### config.mk
export PLATFORM = sky130hd
export DESIGN_NAME = bsg_manycore_link_sdr_reset_sequencer
export DESIGN_NICKNAME = d
export VERILOG_FILES = /design/src/rtl/bsg_manycore_link_sdr_reset_sequencer.sv
export SDC_FILE = /design/constraint.sdc
export NUM_CORES = 1
export LEC_CHECK = 0
export CORE_MARGIN = 1.5
export CORE_UTILIZATION = 48
export DETAILED_ROUTE_END_ITERATION = 6
export PLACE_DENSITY = 0.72
export SLEW_MARGIN = 20
export SYNTH_ARGS = -nofsm -noshare
export SYNTH_HDL_FRONTEND = slang
export SYNTH_SLANG_ARGS = --single-unit
### constraint.sdc
create_clock -name core_clk_i -period 2.3 [get_ports core_clk_i]
set_clock_uncertainty 0.1 [all_clocks]
set_input_delay 0.23 -clock core_clk_i [delete_from_list [all_inputs] [get_ports core_clk_i]]
set_output_delay 0.23 -clock core_clk_i [all_outputs]
set_load 0.05 [all_outputs]
### src/rtl/bsg_manycore_link_sdr_reset_sequencer.sv
// bsg_manycore_link_sdr_reset_sequencer
//
// Purpose: drives the four SDR link resets (uplink, downlink, downstream,
// token) in the order the link needs. The sequence runs once when core reset
// is released and runs again on request. Every output comes straight from its
// own flop, so the link clock domain can sample it asynchronously without
// seeing a glitch.
//
// Ports:
//   core_clk_i                in   1  sole clock
//   core_reset_i              in   1  synchronous, active-high reset
//   restart_i                 in   1  1-cycle request to re-run the sequence
//   async_uplink_reset_o      out  1  to link async_uplink_reset_i
//   async_downlink_reset_o    out  1  to link async_downlink_reset_i
//   async_downstream_reset_o  out  1  to link async_downstream_reset_i
//   async_token_reset_o       out  1  to link async_token_reset_i
//   done_o                    out  1  sequence complete, link usable
//   state_o                   out  3  current state (BSG_SDR_RESET_SEQ_STATUS_EN only)
//
// Optional feature macro: BSG_SDR_RESET_SEQ_STATUS_EN adds state_o and a
// simulation check that at most one reset output changes on a normal advance.

module bsg_manycore_link_sdr_reset_sequencer #(
   parameter int unsigned hold_cycles_p  = 16,
   parameter int unsigned token_cycles_p = 8,
   parameter int unsigned gap_cycles_p   = 32
) (
   input  logic       core_clk_i,
   input  logic       core_reset_i,
   input  logic       restart_i,
   output logic       async_uplink_reset_o,
   output logic       async_downlink_reset_o,
   output logic       async_downstream_reset_o,
   output logic       async_token_reset_o,
   output logic       done_o
`ifdef BSG_SDR_RESET_SEQ_STATUS_EN
   ,
   output logic [2:0] state_o
`endif
);

   localparam int unsigned max_ht_lp    = (hold_cycles_p > token_cycles_p) ? hold_cycles_p : token_cycles_p;
   localparam int unsigned max_lp       = (max_ht_lp > gap_cycles_p) ? max_ht_lp : gap_cycles_p;
   localparam int unsigned ctr_width_lp = ($clog2(max_lp + 1) < 1) ? 1 : $clog2(max_lp + 1);

   // Last counter value in each dwell; the FSM advances when it is reached.
   localparam logic [ctr_width_lp-1:0] hold_last_lp  = ctr_width_lp'(hold_cycles_p - 1);
   localparam logic [ctr_width_lp-1:0] token_last_lp = ctr_width_lp'(token_cycles_p - 1);
   localparam logic [ctr_width_lp-1:0] gap_last_lp   = ctr_width_lp'(gap_cycles_p - 1);

   typedef enum logic [2:0] {
      e_all    = 3'd0,
      e_tok_hi = 3'd1,
      e_tok_lo = 3'd2,
      e_up_rel = 3'd3,
      e_dn_rel = 3'd4,
      e_ds_rel = 3'd5,
      e_done   = 3'd6
   } state_e;

   // Output decode per state, packed as {uplink, downlink, downstream, token, done}.
   function automatic logic [4:0] f_decode(input state_e s);
      logic [4:0] v;
      case (s)
         e_all:    v = 5'b11100;
         e_tok_hi: v = 5'b11110;
         e_tok_lo: v = 5'b11100;
         e_up_rel: v = 5'b01100;
         e_dn_rel: v = 5'b00100;
         e_ds_rel: v = 5'b00000;
         e_done:   v = 5'b00001;
         default:  v = 5'b11100;
      endcase
      return v;
   endfunction

   state_e                  r_state;
   logic [ctr_width_lp-1:0] r_ctr;
   logic                    r_uplink;
   logic                    r_downlink;
   logic                    r_downstream;
   logic                    r_token;
   logic                    r_done;

   logic                    w_last;
   state_e                  w_adv_state;
   state_e                  w_next_state;
   logic [ctr_width_lp-1:0] w_next_ctr;
   logic [4:0]              w_next_out;

   // Dwell-end detection, successor state and next counter value.
   always_comb begin
      w_last      = 1'b0;
      w_adv_state = r_state;
      case (r_state)
         e_all:    begin w_last = (r_ctr == hold_last_lp);  w_adv_state = e_tok_hi; end
         e_tok_hi: begin w_last = (r_ctr == token_last_lp); w_adv_state = e_tok_lo; end
         e_tok_lo: begin w_last = (r_ctr == gap_last_lp);   w_adv_state = e_up_rel; end
         e_up_rel: begin w_last = (r_ctr == gap_last_lp);   w_adv_state = e_dn_rel; end
         e_dn_rel: begin w_last = (r_ctr == gap_last_lp);   w_adv_state = e_ds_rel; end
         e_ds_rel: begin w_last = (r_ctr == gap_last_lp);   w_adv_state = e_done;   end
         e_done:   begin w_last = 1'b0;                     w_adv_state = e_done;   end
         // Unused encoding: fall back to the start of the sequence.
         default:  begin w_last = 1'b1;                     w_adv_state = e_all;    end
      endcase

      if (restart_i)
         w_next_state = e_all;
      else if (w_last)
         w_next_state = w_adv_state;
      else
         w_next_state = r_state;

      // Counter clears on every state entry and parks at zero in DONE.
      if (restart_i || w_last || (r_state == e_done))
         w_next_ctr = '0;
      else
         w_next_ctr = r_ctr + 1'b1;

      w_next_out = f_decode(w_next_state);
   end

   // State, counter and output flops; outputs load the next state's decode.
   always_ff @(posedge core_clk_i) begin
      if (core_reset_i) begin
         r_state <= e_all;
         r_ctr   <= '0;
         {r_uplink, r_downlink, r_downstream, r_token, r_done} <= f_decode(e_all);
      end else begin
         r_state <= w_next_state;
         r_ctr   <= w_next_ctr;
         {r_uplink, r_downlink, r_downstream, r_token, r_done} <= w_next_out;
      end
   end

   assign async_uplink_reset_o     = r_uplink;
   assign async_downlink_reset_o   = r_downlink;
   assign async_downstream_reset_o = r_downstream;
   assign async_token_reset_o      = r_token;
   assign done_o                   = r_done;

`ifdef BSG_SDR_RESET_SEQ_STATUS_EN
   assign state_o = r_state;

   // Normal advances move exactly one reset line; reset/restart may move several.
   always_ff @(posedge core_clk_i) begin
      if (!core_reset_i && !restart_i && w_last)
         assert ($countones(w_next_out[4:1] ^ {r_uplink, r_downlink, r_downstream, r_token}) <= 1);
   end
`endif

endmodule

* Word level (Yosys, flattened, before mapping)
Index checks and enable logic that the tools add are counted.
W data, S select, Z words.
** Cells by class
- $add $sub $neg :: 1
- Equal/unequal tests :: 14
- Muxes and demuxes :: 5
- Reduce and logical (&&, ||, !) cells :: 6
** Operators by type and width (count)
- $pmux W5 S5 :: 1
- $eq A3 B3 Y1 const B :: 6
- $pmux W3 S6 :: 1
- $eq A3 B2 Y1 const B :: 3
- $add A6 B1 Y6 const B :: 1
- $eq A3 B1 Y1 const B :: 2
- $eq A6 B3 Y1 const B :: 1
- $eq A6 B4 Y1 const B :: 1
- $eq A6 B5 Y1 const B :: 1
- $mux W3 :: 2
- $pmux W1 S4 :: 1
- $reduce_or A2 Y1 :: 2
- $reduce_or A4 Y1 :: 1
- $logic_not A3 Y1 :: 1
- $logic_or A1 B1 Y1 :: 2
** Storage, ports and cells
- Register bits after elaboration :: 14
- Input bits :: 3
- Output and inout bits :: 5
- Logic and storage cells :: 33

* Logic depth before layout (Yosys ltp)
- Word-level depth :: 7
- Depth in mapped cells :: 9
- Mapped depth without buffers :: 8

* Worst setup path before layout
No wires, ideal clock.
- Path kind :: register to register
- Start point :: register r_state[1]
- End point :: register r_downstream, in the netlist async_downstream_reset_o
- Setup time :: 115 ps
- Data arrival time :: 2033 ps
- Required time :: 2085 ps
- Slack :: 52 ps
- Stages on the path, launching flop included :: 10
- Buffers on the path :: 1
- Clock period less this slack :: 2248 ps
- Cell sequence :: dfxtp_1 > buf_6 > inv_1 > ha_1 > nor4b_4 > xor2_2 > a22o_2 > a211oi_4 > xnor2_1 > nand2_1
** On the way
- Cells in the longest elaborated chain, start to end :: 7
- Elaborated cells on any way between the ends :: 19
- Those cells by class :: eq/ne (11); mux (5); reduce/logical (3)
** Ends and longest elaborated chain
- start: declaration :: RTL line 77 : state_e r_state;
- start signal: assignment :: RTL line 126 : r_state <= e_all;
- start signal: assignment :: RTL line 130 : r_state <= w_next_state;
- $eq A3 B3 Y1 / $eq A3 B2 Y1 (equally long branches) :: RTL line 95 : case (r_state)
- $reduce_or A4 Y1 (no line) / $reduce_or A2 Y1 (equally long branches)
- $pmux W1 S4 / $pmux W3 S6 (equally long branches) :: RTL line 95
- $mux W3 (*) :: RTL line 109 : else if (w_last)
- $mux W3 (*) :: RTL line 107 : if (restart_i)
- $eq A3 B3 Y1 (tied with other cells) :: RTL line 64 : case (s)
- $pmux W5 S5 (*) :: RTL line 64
- end signal: assignment :: RTL line 128 : {r_uplink, r_downlink, r_downstream, r_token, r_done} <= f_decode(e_all);
- end signal: assignment :: RTL line 132 : {r_uplink, r_downlink, r_downstream, r_token, r_done} <= w_next_out;
- end: declaration :: RTL line 81 : logic r_downstream;
Every way passes the cells marked *; elsewhere a longest branch is shown, timed or not.
A chain may end at the register's enable or synchronous reset.

* Worst setup path in the final report
- Start point :: register r_state[2]
- End point :: register r_token, in the netlist async_token_reset_o
** On the way
- Cells in the longest elaborated chain, start to end :: 7
- Elaborated cells on any way between the ends :: 19
- Those cells by class :: eq/ne (11); mux (5); reduce/logical (3)
** Ends and longest elaborated chain
- $eq A3 B3 Y1 / $eq A3 B2 Y1 (equally long branches) :: RTL line 95
- $reduce_or A4 Y1 (no line) / $reduce_or A2 Y1 (equally long branches)
- $pmux W1 S4 / $pmux W3 S6 (equally long branches) :: RTL line 95
- $mux W3 (*) :: RTL line 109
- $mux W3 (*) :: RTL line 107
- $eq A3 B3 Y1 (tied with other cells) :: RTL line 64
- $pmux W5 S5 (*) :: RTL line 64
- end signal: assignment :: RTL line 128
- end signal: assignment :: RTL line 132
- end: declaration :: RTL line 82 : logic r_token;
Marked as above.

==> results_dict.tcl <==
set metrics [dict create \
    status "completed" \
    finish.net_count 101 \
    post-route-min-period_ns 2.17 \
    syn_nets 84 \
    clock_sink_count 14 \
    drive_above_1_share 0.301 \
    dp_cells 104 \
    cpPeakStageDelay_ns 0.34 \
    sw_ratio 0.198 \
    globalRouteTotalUtil 0.187 \
    overflow 0 \
    port_buffers 7 \
    post-dp-hpwl_mm 1.11 \
    detail_route.drc_violations 0 \
    drt-initial-drc-count 8 \
    syn-instance-count 77 \
    critical_path.slowest_cell "dfxtp_2" \
    clk_transition_reported_paths_ns 0.08 \
    insertedDiodeCount 0 \
    cell_internal_power_mw 0.345 \
    post_synth_instance_area_um2 763 \
    ys_dominant_reg_cell "dfxtp_1" \
    routed_via_count 591 \
    layout.filler_cells 122 \
    report.final.setup_viol 0 \
    post_drt_via_cell_ratio 5.42 \
    wire_per_inst_um 13.5 \
    synth.yosys.seq_area_share 0.367 \
    detailedRoute.firstPassIterationCount 4 \
    crit_chain "inv_2, ha_4, nor4b_4, xor2_2, a22o_2, a22oi_2, nor3_2, nor4b_4" \
    timing_worst_slew_pin_value_ns 0.499 \
    finalCoreUtilization 0.636 \
    clock_power_share 0.403 \
    hold_violations 0 \
    highest_clock_frequency_the_design_can_meet_mhz 460 \
    warnings_synthesis 0 \
    yosysMostFrequentCell "dfxtp_1" \
    die-height_um 42.9 \
    core_region_area_um2 1490 \
    clockBufferDepth 2 \
    seqPwrFrac 0.568 \
    gp_routability_congestion 0.787 \
    cts_tree "yes" \
    h-tree-depth 1 \
    required_arrival_time_at_the_worst_endpoint_ns 2.39 \
    cell_with_the_most_instances_on_the_worst_path "nor4b_4" \
    timing.critical_path.from_type "flop" \
    die_x_um 42.9 \
    timing.max_cap.violations 0 \
    placementRows 14 \
    cts_root_buf "clkbuf_4" \
    critical_path.max_fanout 6 \
    pin_count_of_the_biggest_net_entering_global_routing 11 \
    postSynthAreaPerCell_um2 9.91 \
    p_sw_mw 0.0855 \
    synth_top_area_frac 0.367 \
    hold_path_class "flop to flop" \
    final_slew_violations 0 \
    post_synth_num_cell_types 34 \
    relSlewSlack 0.666 \
    worst_setup_path_end_kind "flop" \
    synth.top_cells.by_count "dfxtp_1 (14), nand2_1 (8), nor2_1 (8)" \
    post_route_ant_nets 0 \
    power.share.combinational 0.028 \
    initial_antenna_violation_count 0 \
    critical_path_class "flop to flop" \
    number_of_synthesized_register_bits 14 \
    p_leak_nw 0.369 \
    die_area_um2 1840 \
    synth.top_cells.by_area "dfxtp_1 (37%), ha_1 (6.6%), nand2_1 (3.9%), nor2_1 (3.9%), xnor2_1 (3.4%)" \
    peakVddDrop_v 0.000331 \
    cts_hold_repair.buffers 0 \
    start_util 0.513 \
    netlist.top_cell.by_area "dfxtp_1" \
    async_flop_share 0 \
    io-pin-count 8 \
    tritoncts.num_buffers 3 \
    wire_length_reported_by_the_detailed_router_mm 1.47 \
    grt_first_pass_wirelength_mm 2.62 \
    vias_in_the_first_global_route 588 \
    area_growth_syn_to_layout_pct 24.1 \
    clk_latency_ns 0.27 \
    synth_enable_flop_cells 0 \
    worst_ep_arrival_time_ns 2.27 \
    fin_cells 109 \
    power-per-cell-area_nw_per_um2 455 \
    period_share 0.944 \
    p_total_mw 0.431 \
]
## path summary, 6_finish.rpt
path | from | endpoint | slack (ns) | cells past startpoint
hold / removal | r_ctr[0] | r_ctr[0] | 0.34 | 1
setup / recovery | r_state[2] | async_token_reset_o | 0.13 | 8
hold reg to reg | r_ctr[0] | r_ctr[0] | 0.34 | 1
setup reg to reg | r_state[2] | async_token_reset_o | 0.13 | 8
## kinds of logic after synthesis
logic type      share of synthesized area
compound gates                      0.187
xor+xnor                           0.0902
fa+ha+maj                          0.0656
buf+inv                            0.0393
flops                               0.367
simple gates                        0.251
## stage by stage
step	area, um2	setup TNS [ns]	worst slack (ns)	hold WS (ns)
6_report	947	0	0.128	0.341
5_1_grt	947	-0.00695	-0.00695	0.384
4_1_cts	916	0	0.0425	0.345
3_5_place_dp	880	0	0.0658	0.331
3_3_place_gp	880	0	0.131	0.324
2_1_floorplan	763	0	0.0516	0.203
## placed cells by master (no fill, tap or decap), drive strengths merged
| master | n |
|---|---|
| nand2 | 8 |
| nor4b | 2 |
| a32oi | 1 |
| a221oi | 1 |
| a21o | 2 |
| nor3 | 3 |
| a31oi | 1 |
| nand3 | 4 |
| clkbuf | 4 |
| dfxtp | 14 |
| o21a | 1 |
| clkdlybuf4s50 | 7 |
| nor2 | 8 |
| ha | 4 |
| and2 | 1 |
| buf | 7 |
| inv | 3 |
| a21oi | 1 |
| a22oi | 2 |
| xnor2 | 3 |
| o21ai | 2 |
| a31o | 1 |
| nand2b | 1 |
| or2 | 1 |
| a211oi | 3 |
| xor2 | 4 |
| and3 | 2 |
| nor4 | 1 |
| a22o | 1 |
## timing repair
action,CTS,global route
buffers inserted,0,1
resized for setup,0,6
hold endpoints to repair,0,0
setup endpoints to repair,0,3
## state kept, by name, summed over array words and instances, names as in the netlist
signal                    count
async_downstream_reset_o      1
r_state                       3
async_downlink_reset_o        1
r_ctr                         6
done_o                        1
async_token_reset_o           1
async_uplink_reset_o          1
## power groups by stage
stage / logic, mW / clock network, mW / registers (mW)
after CTS: 0.0122 / 0.177 / 0.245
after global routing: 0.0132 / 0.187 / 0.245
final: 0.0122 / 0.174 / 0.245
after floorplan: 0.00523 / 0 / 0.250
after global placement: 0.0117 / 0 / 0.250
after detailed placement: 0.0121 / 0 / 0.251
## layer usage
metal  GRT usage  part of all wire
met5           0                 0
met4      0.0750             0.013
met2       0.279              0.45
met1       0.269              0.52
met3      0.0255             0.021
## critical path: cells and delay by family, from the launching register on
family,cells,cell delay [ns]
adders and majority gates,1,0.25
DFF,1,0.34
and+or+nand+nor,3,0.70
AOI/OAI and AO/OA,2,0.35
xor gates and xnor gates,1,0.31
buffers and inverters,1,0.05
## layout make-up
type                            count  area, um2  area share
Multi-Input combinational cell     58        474       0.501
Sequential cell                    14        283       0.299
Timing Repair Buffer               14        123       0.129
Clock buffer                        4       36.3      0.0383
Tap cell                           16       20.0      0.0211
Inverter                            3       11.3      0.0119
No activity file was read; power rests on OpenSTA's default activity.
